File: src/rtl/sram_port_arbiter_if.sv
`default_nettype none
// ============================================================================
// Module      : sram_port_arbiter_if
// Description : Requester-side bundle for sram_port_arbiter. It carries the
//               read channel, the byte-masked write channel and the clear
//               request and status signals.
// Revision    : 1.0 - initial release
// ============================================================================
interface sram_port_arbiter_if #(
  parameter int P_DW = 6,
  parameter int AW   = 6
);
  localparam int C_DW = 1 << P_DW;
  localparam int C_BW = C_DW / 8;

  logic            rd_valid;
  logic            rd_ready;
  logic [AW-1:0]   rd_addr;
  logic            rd_rvalid;
  logic [C_DW-1:0] rd_rdata;

  logic            wr_valid;
  logic            wr_ready;
  logic [AW-1:0]   wr_addr;
  logic [C_BW-1:0] wr_be;
  logic [C_DW-1:0] wr_data;

  logic            init_req;
  logic            init_busy;

  // Requester side: drives requests and observes grants and responses.
  modport master (
    output rd_valid, rd_addr, wr_valid, wr_addr, wr_be, wr_data, init_req,
    input  rd_ready, rd_rvalid, rd_rdata, wr_ready, init_busy
  );

  // Arbiter side.
  modport slave (
    input  rd_valid, rd_addr, wr_valid, wr_addr, wr_be, wr_data, init_req,
    output rd_ready, rd_rvalid, rd_rdata, wr_ready, init_busy
  );
endinterface
`default_nettype wire

File: src/rtl/sram_port_arbiter.sv
`default_nettype none
// ============================================================================
// Module      : sram_port_arbiter
// Description : Shares one single-port byte-enable SRAM between a read and a
//               write requester with round-robin arbitration. It zero-fills
//               the array after reset or on request. Read data is held stable
//               between response pulses.
// Revision    : 1.0 - initial release
// ============================================================================
module sram_port_arbiter #(
  parameter int P_DW    = 6,
  parameter int AW      = 6,
  parameter int INIT_EN = 1
) (
  input  wire logic                      clk_i,
  input  wire logic                      rst_n_i,
  sram_port_arbiter_if.slave             bus,
  output logic [AW-1:0]                  ram_addr_o,
  output logic                           ram_re_o,
  output logic [((1 << P_DW) / 8)-1:0]   ram_we_o,
  output logic [(1 << P_DW)-1:0]         ram_din_o,
  input  wire logic [(1 << P_DW)-1:0]    ram_dout_i
);

  localparam int C_DW = 1 << P_DW;
  localparam int C_BW = C_DW / 8;

  typedef enum logic [0:0] {
    ST_INIT  = 1'b0,
    ST_SERVE = 1'b1
  } state_e;

  localparam state_e C_RST_STATE = (INIT_EN != 0) ? ST_INIT : ST_SERVE;

  state_e          state_q, state_d;
  logic [AW-1:0]   cnt_q, cnt_d;
  // Set when the most recent grant went to the read side; the other side is
  // then favoured on a tie.
  logic            last_rd_q, last_rd_d;
  logic            rvalid_q;
  logic [C_DW-1:0] hold_q;

  logic            w_rd_gnt;
  logic            w_wr_gnt;

  // State, clear counter, round-robin pointer and read-response registers.
  always_ff @(posedge clk_i) begin
    if (!rst_n_i) begin
      state_q   <= C_RST_STATE;
      cnt_q     <= '0;
      last_rd_q <= 1'b0;
      rvalid_q  <= 1'b0;
      hold_q    <= '0;
    end else begin
      state_q   <= state_d;
      cnt_q     <= cnt_d;
      last_rd_q <= last_rd_d;
      rvalid_q  <= w_rd_gnt;
      if (rvalid_q) begin
        hold_q <= ram_dout_i;
      end
    end
  end

  // Next state, arbitration and RAM port drive.
  always_comb begin
    state_d    = state_q;
    cnt_d      = cnt_q;
    last_rd_d  = last_rd_q;
    w_rd_gnt   = 1'b0;
    w_wr_gnt   = 1'b0;
    ram_addr_o = bus.rd_addr;
    ram_din_o  = bus.wr_data;
    ram_re_o   = 1'b0;
    ram_we_o   = '0;

    case (state_q)
      ST_INIT: begin
        ram_addr_o = cnt_q;
        ram_we_o   = '1;
        ram_din_o  = '0;
        cnt_d      = cnt_q + 1'b1;
        if (cnt_q == {AW{1'b1}}) begin
          state_d = ST_SERVE;
        end
      end
      ST_SERVE: begin
        if (bus.init_req) begin
          state_d = ST_INIT;
          cnt_d   = '0;
        end else begin
          w_rd_gnt = bus.rd_valid && (!bus.wr_valid || !last_rd_q);
          w_wr_gnt = bus.wr_valid && (!bus.rd_valid ||  last_rd_q);
        end
      end
      default: begin
        state_d = C_RST_STATE;
      end
    endcase

    // The RAM must see no access while reset is held, whatever the state.
    if (!rst_n_i) begin
      w_rd_gnt = 1'b0;
      w_wr_gnt = 1'b0;
      ram_we_o = '0;
    end

    if (w_rd_gnt) begin
      ram_addr_o = bus.rd_addr;
      ram_re_o   = 1'b1;
      last_rd_d  = 1'b1;
    end else if (w_wr_gnt) begin
      ram_addr_o = bus.wr_addr;
      ram_we_o   = bus.wr_be;
      ram_din_o  = bus.wr_data;
      last_rd_d  = 1'b0;
    end
  end

  assign bus.rd_ready  = w_rd_gnt;
  assign bus.wr_ready  = w_wr_gnt;
  assign bus.init_busy = (state_q == ST_INIT);
  assign bus.rd_rvalid = rvalid_q;
  // Pass RAM output through only in the response cycle; otherwise present the
  // captured copy so later writes never expose undefined RAM output.
  assign bus.rd_rdata  = rvalid_q ? ram_dout_i : hold_q;

endmodule
`default_nettype wire

File: src/flat_wrapper.sv
// flat-port wrapper written by rule: the top's interface ports become plain ports
module sram_port_arbiter_flat 
#(
  parameter int P_DW    = 6,
  parameter int AW      = 6,
  parameter int INIT_EN = 1
)
  (clk_i, rst_n_i, ram_addr_o, ram_re_o, ram_we_o, ram_din_o, ram_dout_i, bus_rd_valid, bus_rd_addr, bus_wr_valid, bus_wr_addr, bus_wr_be, bus_wr_data, bus_init_req, bus_rd_ready, bus_rd_rvalid, bus_rd_rdata, bus_wr_ready, bus_init_busy);
  sram_port_arbiter_if #(.P_DW(P_DW), .AW(AW)) bus_i ();
  input  wire logic clk_i;
  input  wire logic rst_n_i;
  output logic [AW-1:0] ram_addr_o;
  output logic ram_re_o;
  output logic [((1 << P_DW) / 8)-1:0] ram_we_o;
  output logic [(1 << P_DW)-1:0] ram_din_o;
  input  wire logic [(1 << P_DW)-1:0] ram_dout_i;
  input wire logic [$bits(bus_i.rd_valid)-1:0] bus_rd_valid;
  input wire logic [$bits(bus_i.rd_addr)-1:0] bus_rd_addr;
  input wire logic [$bits(bus_i.wr_valid)-1:0] bus_wr_valid;
  input wire logic [$bits(bus_i.wr_addr)-1:0] bus_wr_addr;
  input wire logic [$bits(bus_i.wr_be)-1:0] bus_wr_be;
  input wire logic [$bits(bus_i.wr_data)-1:0] bus_wr_data;
  input wire logic [$bits(bus_i.init_req)-1:0] bus_init_req;
  output wire logic [$bits(bus_i.rd_ready)-1:0] bus_rd_ready;
  output wire logic [$bits(bus_i.rd_rvalid)-1:0] bus_rd_rvalid;
  output wire logic [$bits(bus_i.rd_rdata)-1:0] bus_rd_rdata;
  output wire logic [$bits(bus_i.wr_ready)-1:0] bus_wr_ready;
  output wire logic [$bits(bus_i.init_busy)-1:0] bus_init_busy;
  assign bus_i.rd_valid = bus_rd_valid;
  assign bus_i.rd_addr = bus_rd_addr;
  assign bus_i.wr_valid = bus_wr_valid;
  assign bus_i.wr_addr = bus_wr_addr;
  assign bus_i.wr_be = bus_wr_be;
  assign bus_i.wr_data = bus_wr_data;
  assign bus_i.init_req = bus_init_req;
  assign bus_rd_ready = bus_i.rd_ready;
  assign bus_rd_rvalid = bus_i.rd_rvalid;
  assign bus_rd_rdata = bus_i.rd_rdata;
  assign bus_wr_ready = bus_i.wr_ready;
  assign bus_init_busy = bus_i.init_busy;
  sram_port_arbiter #(.P_DW(P_DW), .AW(AW), .INIT_EN(INIT_EN)) u_core (.clk_i(clk_i), .rst_n_i(rst_n_i), .bus(bus_i), .ram_addr_o(ram_addr_o), .ram_re_o(ram_re_o), .ram_we_o(ram_we_o), .ram_din_o(ram_din_o), .ram_dout_i(ram_dout_i));
endmodule
File: config.mk
export PLATFORM = sky130hd
export DESIGN_NAME = sram_port_arbiter_flat
export DESIGN_NICKNAME = d
export VERILOG_FILES = /design/src/rtl/sram_port_arbiter_if.sv /design/src/rtl/sram_port_arbiter.sv /design/src/flat_wrapper.sv
export SDC_FILE = /design/constraint.sdc
export NUM_CORES = 1
export LEC_CHECK = 0
export CAP_MARGIN = 10
export CORE_AREA = 2 2 118 120
export DETAILED_ROUTE_END_ITERATION = 6
export DIE_AREA = 0 0 120 122
export HOLD_SLACK_MARGIN = 0.1
export PLACE_DENSITY_LB_ADDON = 0.08
export SYNTH_ARGS = -nofsm -noshare
export SYNTH_HDL_FRONTEND = slang
export SYNTH_SLANG_ARGS = --single-unit
File: constraint.sdc
create_clock -name clk_i -period 2 [get_ports clk_i]
set_clock_uncertainty 0.1 [all_clocks]
set_input_delay 0.3 -clock clk_i [delete_from_list [all_inputs] [get_ports clk_i]]
set_output_delay 0.3 -clock clk_i [all_outputs]
set_load 0.05 [all_outputs]
# Word level (Yosys, flattened, before mapping)

Index checks and enable logic that the tools add are counted.
Widths: inputs -> output; s select.

Add/subtract/negate cells: 1
Multiply operators: 0
Divide/modulo/power cells: 0
Order comparisons: 0
Equality and inequality tests: 2
Shift-type cells: 0
Muxes and demuxes: 25
Bitwise logic cells: 1
Reduce and logical (&&, ||, !) cells: 8

Operator list:

| kind                | count |
|---|---|
| $mux 64             | 4 |
| $mux 8              | 4 |
| $mux 6              | 4 |
| $pmux 6 s2          | 1 |
| $mux 1              | 11 |
| $add 6x1->6 const B | 1 |
| $eq 6x6->1 const B  | 1 |
| $logic_not 1->1     | 3 |
| $logic_and 1x1->1   | 2 |
| $logic_or 1x1->1    | 2 |
| $ne 2x2->1 const B  | 1 |
| $pmux 1 s2          | 1 |
| $reduce_bool 2->1   | 1 |
| $not 1->1           | 1 |

Register bits: 73
Bits in latches: 0
RAM bits: 0
Memory bits (read-only): 0
Input bits: 153
Logic and storage cells: 42
Memories: 0

# Logic depth before layout (Yosys ltp)

Gate-level depths: netlist (run 1).

Depth in word-level cells: 8
Mapped depth: 7
Depth with buffers taken out: 4

# Worst setup path after synthesis (run 1)

Ideal clock, no wire load.

Kind: reg-to-output
Start point: reg u_core.state_q
End point: out ram_addr_o[2]
Arrival: 1,724 ps
Required time: 1,600 ps
Slack: -124 ps
Stages on the path, launching flop included: 8
Buffers on the path: 3
Path through: dfxtp_1 -> buf_6 -> and3b_1 -> buf_6 -> nand3_4 -> inv_2 -> buf_6 -> o21ai_1

Word-level cells in the longest chain between the ends: 4
Elaborated cells between the ends (all ways): 7
Classes of those cells: mux: 7

RTL lines:

| what                   | line                     | source |
|---|---|---|
| from (decl)            | sram_port_arbiter.sv:35  | `state_e state_q, state_d;` |
| from (signal assigned) | sram_port_arbiter.sv:55  | `state_q <= state_d;` |
| $mux 1                 | sram_port_arbiter.sv:77  | `case (state_q)` |
| $mux 1                 | sram_port_arbiter.sv:102 | `if (!rst_n_i) begin` |
| named net bus_wr_ready | flat_wrapper.sv:27       | `output wire logic [$bits(bus_i.wr_ready)-1:0] bus_wr_ready;` |
| $mux 6                 | sram_port_arbiter.sv:112 | `end else if (w_wr_gnt) begin` |
| $mux 6                 | sram_port_arbiter.sv:108 | `if (w_rd_gnt) begin` |
| to (decl)              | flat_wrapper.sv:12       | `output logic [AW-1:0] ram_addr_o;` |

The timed path passes the listed nets, and every way through them passes these cells.

# Worst setup path in the final report (run 1)

Start point: reg u_core.state_q
End point: out ram_addr_o[0]

Word-level cells in the longest chain between the ends: 4
Elaborated cells between the ends (all ways): 7
Classes of those cells: mux: 7

RTL lines:

| what     | line |
|---|---|
| $mux 1   | sram_port_arbiter.sv:77 |
| $mux 1   | sram_port_arbiter.sv:102 |
| $mux 6   | sram_port_arbiter.sv:112 |
| $mux 6 * | sram_port_arbiter.sv:108 |

Every way passes the cells marked *; elsewhere a longest branch is shown, timed or not.

==> impl_metrics.csv, run 1 <==
group,metric,value,unit
status,status,"complete, no violations",
layout,antennaDiodeCount,0,
yosys,synth-seq-cells,73,
global_route,antenna_found_initial,0,
yosys,synth_top_family_by_area,"simple AND/OR/NAND/NOR gates",
yosys,synth_simple_gate_area_share,0.274,
cts,clock_sinks,73,
floorplanning,die_y,122,um
yosys,yosys.area_share.adder,0.00346,
power,pwr_density_cell,454,nW/um^2
placed_design,gp_congestion,0.816,
global_route,use_met2,0.316,
yosys,ys.warnings.count,0,
floorplanning,coreArea,13500,um^2
cts,clock_path_buffers,2,
yosys,yosysTopAreaCellShare,0.404,
global_route,gr-total-overflow,0,
cts,cts-root-buf,"clkbuf_16",
worst_setup_path,crit_path_end_kind,"output pin",
floorplanning,die_w,120,um
layout,nNetsFinal,803,
placed_design,placed_cells,818,
global_route,grtUsageTotal,0.171,
worst_setup_path,cpMaxStageDelayCell,"dfxtp_2",
power,leakage,0.00334,uW
yosys,ys.flop_type,"dfxtp_1",
cts,htreeDepth,3,
worst_setup_path,critPathMaxFanout,4,
worst_setup_path,slowest_delay,340,ps
cts,tritoncts,"done",
run,max_cap_viol_count,0,
layout,fin_cells,834,
route,drtAntennaViolNets,0,
global_route,grt_max_degree,80,
worst_setup_path,crit_chain,"and3b_2 > a31o_4 > o221a_1 > buf_12",
floorplanning,start_util,0.268,
sta,finalCritPeriodShare,0.989,
layout,finish.utilization,0.571,
sta,setup_violations,0,
floorplanning,boundaryPins,300,
yosys,synth-compound-area-share,0.0561,
yosys,synth_cell_types,34,
power,ir_drop,0.319,mV
yosys,syn_area,3610,um^2
cts,cts_buffers,9,
global_route,use_met3,0.0726,
route,via_per_inst,4.26,
placed_design,io_buffers,299,
yosys,syn-num-nets,512,
cts,clk_pin_slew,60,ps
cts,hold_buffers,0,
sta,min_period,1980,ps
route,wl,13.0,mm
worst_setup_path,crit_type,"reg -> out",
yosys,synth_seq_area_share,0.404,
yosys,synth_area_leaders,"dfxtp_1 (40%), and2_1 (22%), mux2_2 (20%)",
route,drt_iter0_drc,152,
route,routedWlPerCell,15.6,um
sta,rsz0062_at_grt,"yes",
sta,maxSlewViolCount,0,
yosys,synth_edf_count,0,
sta,hold_slack,391,ps
sta,finalHoldViolations,0,
yosys,yosys.area.top_type,"dfxtp_1",
worst_setup_path,cp.required,1600,ps
global_route,grt_pass1_vias,3589,
floorplanning,rows,43,
global_route,use_met1,0.177,
floorplanning,design.die.area,14600,um^2
worst_setup_path,worstPathArrival,1580,ps
sta,slew_headroom,0.617,
yosys,avgSynthCellArea,10.1,um^2
yosys,synthCells,358,
yosys,synthXorXnorAreaFrac,0,
worst_setup_path,critPathLaunchType,"register",
min_path,min_path_type,"in -> reg",
placed_design,dpl.hpwl,10.6,mm
cts,clock_latency,320,ps
global_route,top_usage_layer,"met2",
route,dr_total_vias,3549,
global_route,grt_pass1_wl,19.3,mm
route,drt_pass1_iterations,4,
yosys,async_flop_share,0,
yosys,synth.area.mux_share,0.211,
sta,max_freq,505,MHz
layout,drive_above_1_share,0.381,
layout,syn2layout_area_growth,113,%
sta,worstMarginPinSlew,574,ps
route,drc,0,
==> power breakdown <==
group	total [uW]	switching [uW]	internal (uW)
clock network	1570	585	989
registers	1470	6.79	1460
logic	458	134	325
==> through the flow <==
stage               power (uW)  instance area (um^2)  setup slack, ps  TNS (ps)
finish                    3500                  7710             21.3         0
global placement          1950                  7400            -81.3      -857
CTS                       3570                  7710           -0.708    -0.708
detailed placement        1960                  7400             -105     -1290
global route              3660                  7710            -39.7      -207
floorplan                 1590                  3610             -124      -372
==> timing repair <==
action	4_1_cts	5_1_grt
resized for setup	7	2
cloned	0	0
pin swaps	4	0
setup endpoints to repair	17	32
buffers inserted	0	0
==> metal layers <==
layer  share of wire  vias up
met5               0        -
met4          0.0060        0
met3            0.10        4
met2            0.54      157
met1            0.35     1625
li1                -     1763
==> synthesized netlist by cell type (4+ instances only) <==
cell,count
nand2_1,7
nand3_1,4
dfxtp_1,73
buf_6,9
a21o_1,8
clkbuf_1,14
mux2i_1,4
mux2_2,64
a21boi_0,4
and2_1,128
==> critical path: cells and delay by family, from the launching register on <==
| family | cells | cell delay (ps) |
|---|---|---|
| AND/OR/NAND/NOR | 1 | 240 |
| AO/OA/AOI/OAI | 2 | 510 |
| buffers and inverters | 1 | 160 |
| flip-flops | 1 | 340 |
==> kinds of logic (layout without fill, tap and decap cells) <==
family / count (synthesis) / after routing
adders and majority gates: 1 / 1
and+or+nand+nor: 160 / 160
buffers and inverters: 30 / 326
muxes: 68 / 68
AOI/OAI and AO/OA: 26 / 26
DFF: 73 / 73
==> worst paths after layout <==
kind	startpoint	endpoint	slack (ps)	cells after the start
worst max-delay path	u_core.state_q	ram_addr_o[0]	20	4
worst min-delay path	bus_rd_valid	u_core.bus.rd_rvalid	390	2
worst max register to register	u_core.state_q	u_core.last_rd_q	460	5
worst min register to register	u_core.cnt_q[4]	u_core.cnt_q[4]	410	1
==> registers in the layout, summed over array words and instances (netlist names) <==
| signal | flops |
|---|---|
| u_core.hold_q | 64 |
| u_core.cnt_q | 6 |
| u_core.bus.rd_rvalid | 1 |
| u_core.last_rd_q | 1 |
| u_core.state_q | 1 |
==> placed cells by master (no fill, tap or decap), drive strengths merged, types with 4 or more instances in the layout <==
cell	netlist	routed
clkdlybuf4s50	0	149
dfxtp	73	73
mux2	64	64
a21boi	4	4
buf	14	157
nand2	7	7
clkbuf	14	10
mux2i	4	4
clkinv	0	4
a21o	8	8
nand3	5	5
and2	128	128
o21ai	5	5
==> area by class of cell <==
| cell class | instances | area (um^2) |
|---|---|---|
| Fill cell | 1184 | 5790 |
| Timing Repair Buffer | 308 | 3740 |
| Multi-Input combinational cell | 255 | 1970 |
| Sequential cell | 73 | 1460 |
| Clock buffer | 10 | 239 |
| Tap cell | 180 | 225 |
| Clock inverter | 6 | 57.6 |
| Inverter | 2 | 12.5 |
No activity file was read; power rests on OpenSTA's default activity.
==> run 2, diff against run 1 <==
--- a/config.mk
+++ b/config.mk
@@ -5,10 +5,10 @@
 export SDC_FILE = /design/constraint.sdc
 export NUM_CORES = 1
 export LEC_CHECK = 0
-export CAP_MARGIN = 10
-export CORE_AREA = 2 2 118 120
+export ABC_AREA = 1
+export CORE_AREA = 2 2 115 117
 export DETAILED_ROUTE_END_ITERATION = 6
-export DIE_AREA = 0 0 120 122
+export DIE_AREA = 0 0 117 119
 export HOLD_SLACK_MARGIN = 0.1
 export PLACE_DENSITY_LB_ADDON = 0.08
 export SYNTH_ARGS = -nofsm -noshare
==> run 2 against run 1 <==
Combinational power rose by 8.1%. Critical path depth rose by 5. Synthesized cell count rose by 66%. Cell count rose by 30%. Flip-flop and latch count did not move. Non-clock buffer count rose by 17. Clock power fell by 8%. Sequential power barely moved. Die area fell by 4.9%. First-iteration DRC count rose by 41%. Fmax rose by 2.4%. Critical path type is now in -> out.
==> impl_metrics.csv, run 2 <==
group,metric,value,unit
floorplanning,die_w,117,um
layout,largest_reg_flops,64,
layout,finish.utilization,0.674,
layout,syn2layout_area_growth,139,%
sta,worstMarginPinSlew,386,ps
yosys,async_flop_share,0,
route,via_per_inst,4.25,
cts,tritoncts,"done",
yosys,yosys.area.top_type,"dfxtp_1",
global_route,gr-total-overflow,0,
yosys,yosys.area_share.adder,0.00344,
yosys,yosysTopAreaCellShare,0.402,
layout,nNetsFinal,1054,
route,drt_pass1_iterations,6,
yosys,syn_area,3640,um^2
worst_setup_path,crit_chain,"clkdlybuf4s50_1 > inv_1 > nor2_1 > nor2_2 > nand2_4 > buf_4 > nand2_1 > nand2_1 > buf_12",
layout,regMostFlops,"u_core.hold_q",
placed_design,gp_congestion,0.854,
route,drtAntennaViolNets,0,
floorplanning,boundaryPins,300,
yosys,syn-num-nets,750,
route,wl,14.7,mm
route,routedWlPerCell,13.6,um
global_route,grtUsageTotal,0.210,
min_path,min_path_type,"reg -> reg",
sta,tns,0,ps
cts,cts_buffers,9,
status,status,"complete, no violations",
sta,finalHoldViolations,0,
sta,hold_slack,364,ps
power,finalPower,3400,uW
floorplanning,start_util,0.283,
route,dr_total_vias,4594,
yosys,ys.warnings.count,0,
sta,min_period,1930,ps
cts,cts-root-buf,"clkbuf_16",
yosys,synth-compound-area-share,0.101,
floorplanning,design.die.area,13900,um^2
power,pwr_density_cell,392,nW/um^2
placed_design,post-place-ws,-47.6,ps
layout,layout_commonest_cell,"nand2_1",
power,leakage,0.00427,uW
global_route,antenna_found_initial,0,
layout,reg_top3,"u_core.hold_q x64, u_core.cnt_q x6",
worst_setup_path,critPathLaunchType,"primary input",
worst_setup_path,slowest_delay,450,ps
floorplanning,coreArea,12900,um^2
placed_design,dpl.hpwl,12.6,mm
yosys,synth_seq_area_share,0.402,
global_route,grt_pass1_vias,4439,
worst_setup_path,worstPathArrival,1530,ps
sta,fin_ws,67.1,ps
sta,slew_headroom,0.742,
global_route,grt_pass1_wl,22.5,mm
worst_setup_path,crit_type,"in -> out",
yosys,synth_simple_gate_area_share,0.359,
yosys,ys.flop_type,"dfxtp_1",
layout,final_cell_mix,"nand2_1 (308), clkdlybuf4s50_1 (151), buf_12 (150), inv_1 (75), dfxtp_1 (71)",
global_route,grt_max_degree,42,
yosys,synth_edf_count,0,
sta,rsz0062_at_grt,"no",
cts,clock_path_buffers,2,
layout,drive_above_1_share,0.231,
worst_setup_path,crit_path_end_kind,"output pin",
cts,clock_sinks,73,
sta,finalCritPeriodShare,0.966,
worst_setup_path,cpMaxStageDelayCell,"clkdlybuf4s50_1",
cts,htreeDepth,3,
yosys,synthCells,596,
yosys,synthXorXnorAreaFrac,0,
sta,maxSlewViolCount,0,
floorplanning,rows,42,
yosys,synth_area_leaders,"dfxtp_1 (40%), nand2_1 (32%), a21oi_1 (9.2%)",
power,ir_drop,0.358,mV
worst_setup_path,cp_common_cell,"nand2_1",
cts,clk_pin_slew,60,ps
sta,max_freq,517,MHz
yosys,synth_most_common_cell,"nand2_1",
yosys,synth_commonest_cells,"nand2_1 (313), inv_1 (78), dfxtp_1 (73)",
worst_setup_path,critPathMaxFanout,5,
route,drt_iter0_drc,215,
yosys,synth_cell_types,22,
cts,clock_latency,320,ps
yosys,synth-seq-cells,73,
yosys,synth.area.mux_share,0,
yosys,synth_top_family_by_area,"simple AND/OR/NAND/NOR gates",
floorplanning,die_y,119,um
route,drc,0,
yosys,avgSynthCellArea,6.11,um^2
sta,setup_violations,0,
run,max_cap_viol_count,0,
worst_setup_path,cp.required,1600,ps
placed_design,io_buffers,299,
layout,antennaDiodeCount,0,
==> run 2: changes by cell type after synthesis, sizes merged, moves of 7 or more <==
cell    delta
mux2      -64
a21o       -8
inv       +79
buf       +11
and2     -128
nand2    +312
clkbuf     -7
a21oi     +67
==> run 2: what timing repair did <==
| action | in CTS | in global routing |
|---|---|---|
| buffers inserted | 0 | 8 |
| hold buffers | 0 | 0 |
| resized for setup | 2 | 13 |
| pin swaps | 0 | 2 |
| setup endpoints to repair | 12 | 40 |
==> run 2: per-stage QoR <==
| stage | cell area [um^2] | instances |
|---|---|---|
| final | 8680 | 1081 |
| after global routing | 8680 | 1081 |
| after CTS | 8590 | 1073 |
| after detailed placement | 8320 | 1057 |
| after global placement | 8320 | 1057 |
| after floorplan | 3640 | 596 |
==> run 2: cells by family (layout without fill, tap and decap cells) <==
group                      count (synthesis)  in the layout
and+or+nand+nor                          336            336
adders and majority gates                  1              1
buffers and inverters                    113            422
AOI/OAI and AO/OA                         73             73
DFF                                       73             73
==> run 2: final cells by class <==
class	count	area (um^2)
Sequential cell	73	1470
Clock inverter	6	43.8
Inverter	81	320
Multi-Input combinational cell	410	1700
Tap cell	176	220
Clock buffer	10	229
Timing Repair Buffer	325	4700
Fill cell	1070	4190
==> run 2: worst paths after layout <==
| path | start | end | slack, ps | cells past startpoint |
|---|---|---|---|---|
| worst max-delay path | bus_rd_valid | ram_addr_o[1] | 70 | 9 |
| worst min-delay path | u_core.hold_q[25] | u_core.hold_q[25] | 360 | 2 |
| worst max register to register | u_core.state_q | u_core.cnt_q[4] | 530 | 8 |
| worst min register to register | u_core.hold_q[25] | u_core.hold_q[25] | 360 | 2 |
==> run 2: worst max-delay path, delay by kind of cell <==
family / cells / cell delay, ps
and+or+nand+nor: 5 / 450
buffers and inverters: 4 / 780
==> run 2: where the power goes <==
part / switching [uW] / internal [uW] / total (uW)
registers: 4.79 / 1460 / 1460
clock network: 601 / 843 / 1440
logic: 160 / 335 / 495
total: 765 / 2640 / 3400
==> run 2: metal layers <==
metal | global-route usage | wire length, um | share of wire | up-vias
li1 | - | - | - | 2392
met1 | 0.216 | 5160 | 0.35 | 1996
met2 | 0.384 | 7880 | 0.53 | 190
met3 | 0.0865 | 1430 | 0.097 | 16
met4 | 0.0596 | 275 | 0.019 | 0
met5 | 0 | 0 | 0 | -
==> run 3, diff against run 2 <==
--- a/config.mk
+++ b/config.mk
@@ -6,9 +6,10 @@
 export NUM_CORES = 1
 export LEC_CHECK = 0
 export ABC_AREA = 1
-export CORE_AREA = 2 2 115 117
+export CORE_AREA = 5 5 115 117
+export CTS_CLUSTER_SIZE = 28
 export DETAILED_ROUTE_END_ITERATION = 6
-export DIE_AREA = 0 0 117 119
+export DIE_AREA = 0 0 120 122
 export HOLD_SLACK_MARGIN = 0.1
 export PLACE_DENSITY_LB_ADDON = 0.08
 export SYNTH_ARGS = -nofsm -noshare
==> run 3 against run 2 <==
Via count is 0.50% lower. First-iteration DRC count rose by 11%. Cell area fell by 0.71%. Sequential share of layout area increased by 0.12 points. Clock power grew 26%. Count of clock-buffer cells in the layout shrank 1. Worst hold slack worse by 86 ps. Cell count decreased by 3.6%. Sequential power hardly changed. Utilization increased by 2.9 points.
==> impl_metrics.csv, run 3 (synthesized netlist as in run 2, its figures left out) <==
group,metric,value,unit
floorplanning,design.die.area,14600,um^2
floorplanning,rows,41,
global_route,grtUsageTotal,0.207,
sta,tns,0,ps
route,wl,15.6,mm
status,status,"complete, no violations",
worst_setup_path,reg2regPathDepth,7,
route,drc,0,
worst_setup_path,critPathLaunchType,"primary input",
placed_design,io_buffers,299,
power,pwr_density_cell,437,nW/um^2
sta,hold_slack,278,ps
power,sw_frac_of_total,0.202,
power,power_frac_clock,0.483,
route,via_per_inst,4.39,
cts,clock_latency,320,ps
route,dr_total_vias,4571,
layout,fin_cells,1042,
floorplanning,die_w,120,um
layout,syn2layout_area_growth,137,%
layout,layout_commonest_cell,"nand2_1",
global_route,grt_pass1_wl,23.9,mm
sta,worstMarginPinSlew,302,ps
min_path,hold_start,"bus_init_req",
placed_design,dpl.hpwl,13.1,mm
floorplanning,coreArea,12300,um^2
worst_setup_path,cp.required,1600,ps
run,max_cap_viol_count,0,
worst_setup_path,worstReg2RegEnd,"u_core.cnt_q[5]",
layout,antennaDiodeCount,0,
floorplanning,die_y,122,um
power,finalPower,3770,uW
sta,finalHoldViolations,0,
power,leakage,0.00424,uW
placed_design,placed_cells,1024,
worst_setup_path,r2r_start,"u_core.state_q",
cts,htreeDepth,3,
power,ir_drop,0.426,mV
worst_setup_path,crit_path_end_kind,"output pin",
global_route,grt_pass1_vias,4608,
layout,reg_top3,"u_core.hold_q x64, u_core.cnt_q x6",
global_route,antenna_found_initial,0,
floorplanning,start_util,0.297,
cts,cts-root-buf,"clkbuf_16",
cts,clock_sinks,73,
sta,setup_violations,0,
cts,clk_pin_slew,60,ps
cts,tritoncts,"done",
layout,nFillCells,971,
layout,largest_reg_flops,64,
sta,slew_headroom,0.798,
min_path,hold_path_end,"u_core.cnt_q[2]",
worst_setup_path,critPathMaxFanout,15,
layout,regMostFlops,"u_core.hold_q",
worst_setup_path,worstPathArrival,1530,ps
global_route,gr-total-overflow,0,
floorplanning,boundaryPins,300,
layout,final_cell_mix,"nand2_1 (312), clkdlybuf4s50_1 (151), buf_12 (148), inv_1 (76), dfxtp_1 (71)",
min_path,min_path_type,"in -> reg",
sta,rsz0062_at_grt,"no",
power,power_frac_seq,0.388,
power,p_int,3000,uW
power,netSwitchingPower,761,uW
sta,max_freq,518,MHz
min_path,min_path_cells,4,
route,routedWlPerCell,15.0,um
route,drt_iter0_drc,238,
route,drtAntennaViolNets,0,
worst_setup_path,ff2ff_setup_slack,710,ps
route,drt_pass1_iterations,4,
cts,clock_path_buffers,2,
cts,cts_buffers,9,
layout,nNetsFinal,1042,
cts,hold_buffers,0,
layout,drive_above_1_share,0.216,
worst_setup_path,crit_type,"in -> out",
sta,min_period,1930,ps
placed_design,gp_congestion,0.846,
power,power_frac_comb,0.128,
sta,maxSlewViolCount,0,
sta,finalCritPeriodShare,0.965,
global_route,grt_max_degree,66,
## run 3: repair_timing
action	CTS	global route
endpoints found under the setup margin	10	30
gates resized for setup	3	10
setup buffers	0	3
## run 3: layout make-up
type	instances	area, um^2	share of cell area
Inverter	81	323	0.0374
Clock inverter	6	115	0.0134
Sequential cell	73	1470	0.170
Tap cell	150	188	0.0218
Clock buffer	9	225	0.0261
Timing Repair Buffer	313	4600	0.533
Multi-Input combinational cell	410	1710	0.198
## run 3: per-layer routing
layer / part of all wire / global-route usage / up-vias / wire length (um)
li1: - / - / 2361 / -
met1: 0.34 / 0.204 / 2000 / 5330
met2: 0.54 / 0.395 / 191 / 8480
met3: 0.095 / 0.0836 / 19 / 1490
met4: 0.019 / 0.0694 / 0 / 298
met5: 0 / 0 / - / 0
## run 3: worst max path at each step
stage,start,to,slack (ps),cells after the start
3_5_place_dp,bus_wr_valid,ram_addr_o[1],-9,8
4_1_cts,bus_wr_valid,ram_addr_o[1],4,8
3_3_place_gp,bus_wr_valid,ram_addr_o[1],30,8
5_1_grt,bus_wr_valid,ram_we_o[7],2,8
6_report,bus_wr_valid,ram_addr_o[1],70,8
2_1_floorplan,u_core.bus.rd_rvalid,bus_rd_rdata[0],90,4
## run 3: power groups by stage
stage,Sequential (uW),Clock (uW),Combinational [uW]
floorplan,1490,0,101
global placement,1500,0,478
detailed placement,1500,0,481
CTS,1460,1870,484
global route,1460,1930,510
finish,1460,1820,484
## run 3: worst max-delay path, cell delays in order
cell and delay (ps):
clkdlybuf4s50_1 480, inv_1 70, nor2_4 160, nand2_8 100
clkinv_8 100, nand2_1 60, nand2_1 100, buf_12 150
## run 3: through the flow
stage	worst slack (ps)	instance area [um^2]	utilization
finish	69.6	8620	0.703
global route	1.91	8620	0.703
CTS	4.48	8560	0.698
detailed placement	-9.23	8210	0.670
global placement	27.4	8210	0.670
floorplan	88.9	3640	-
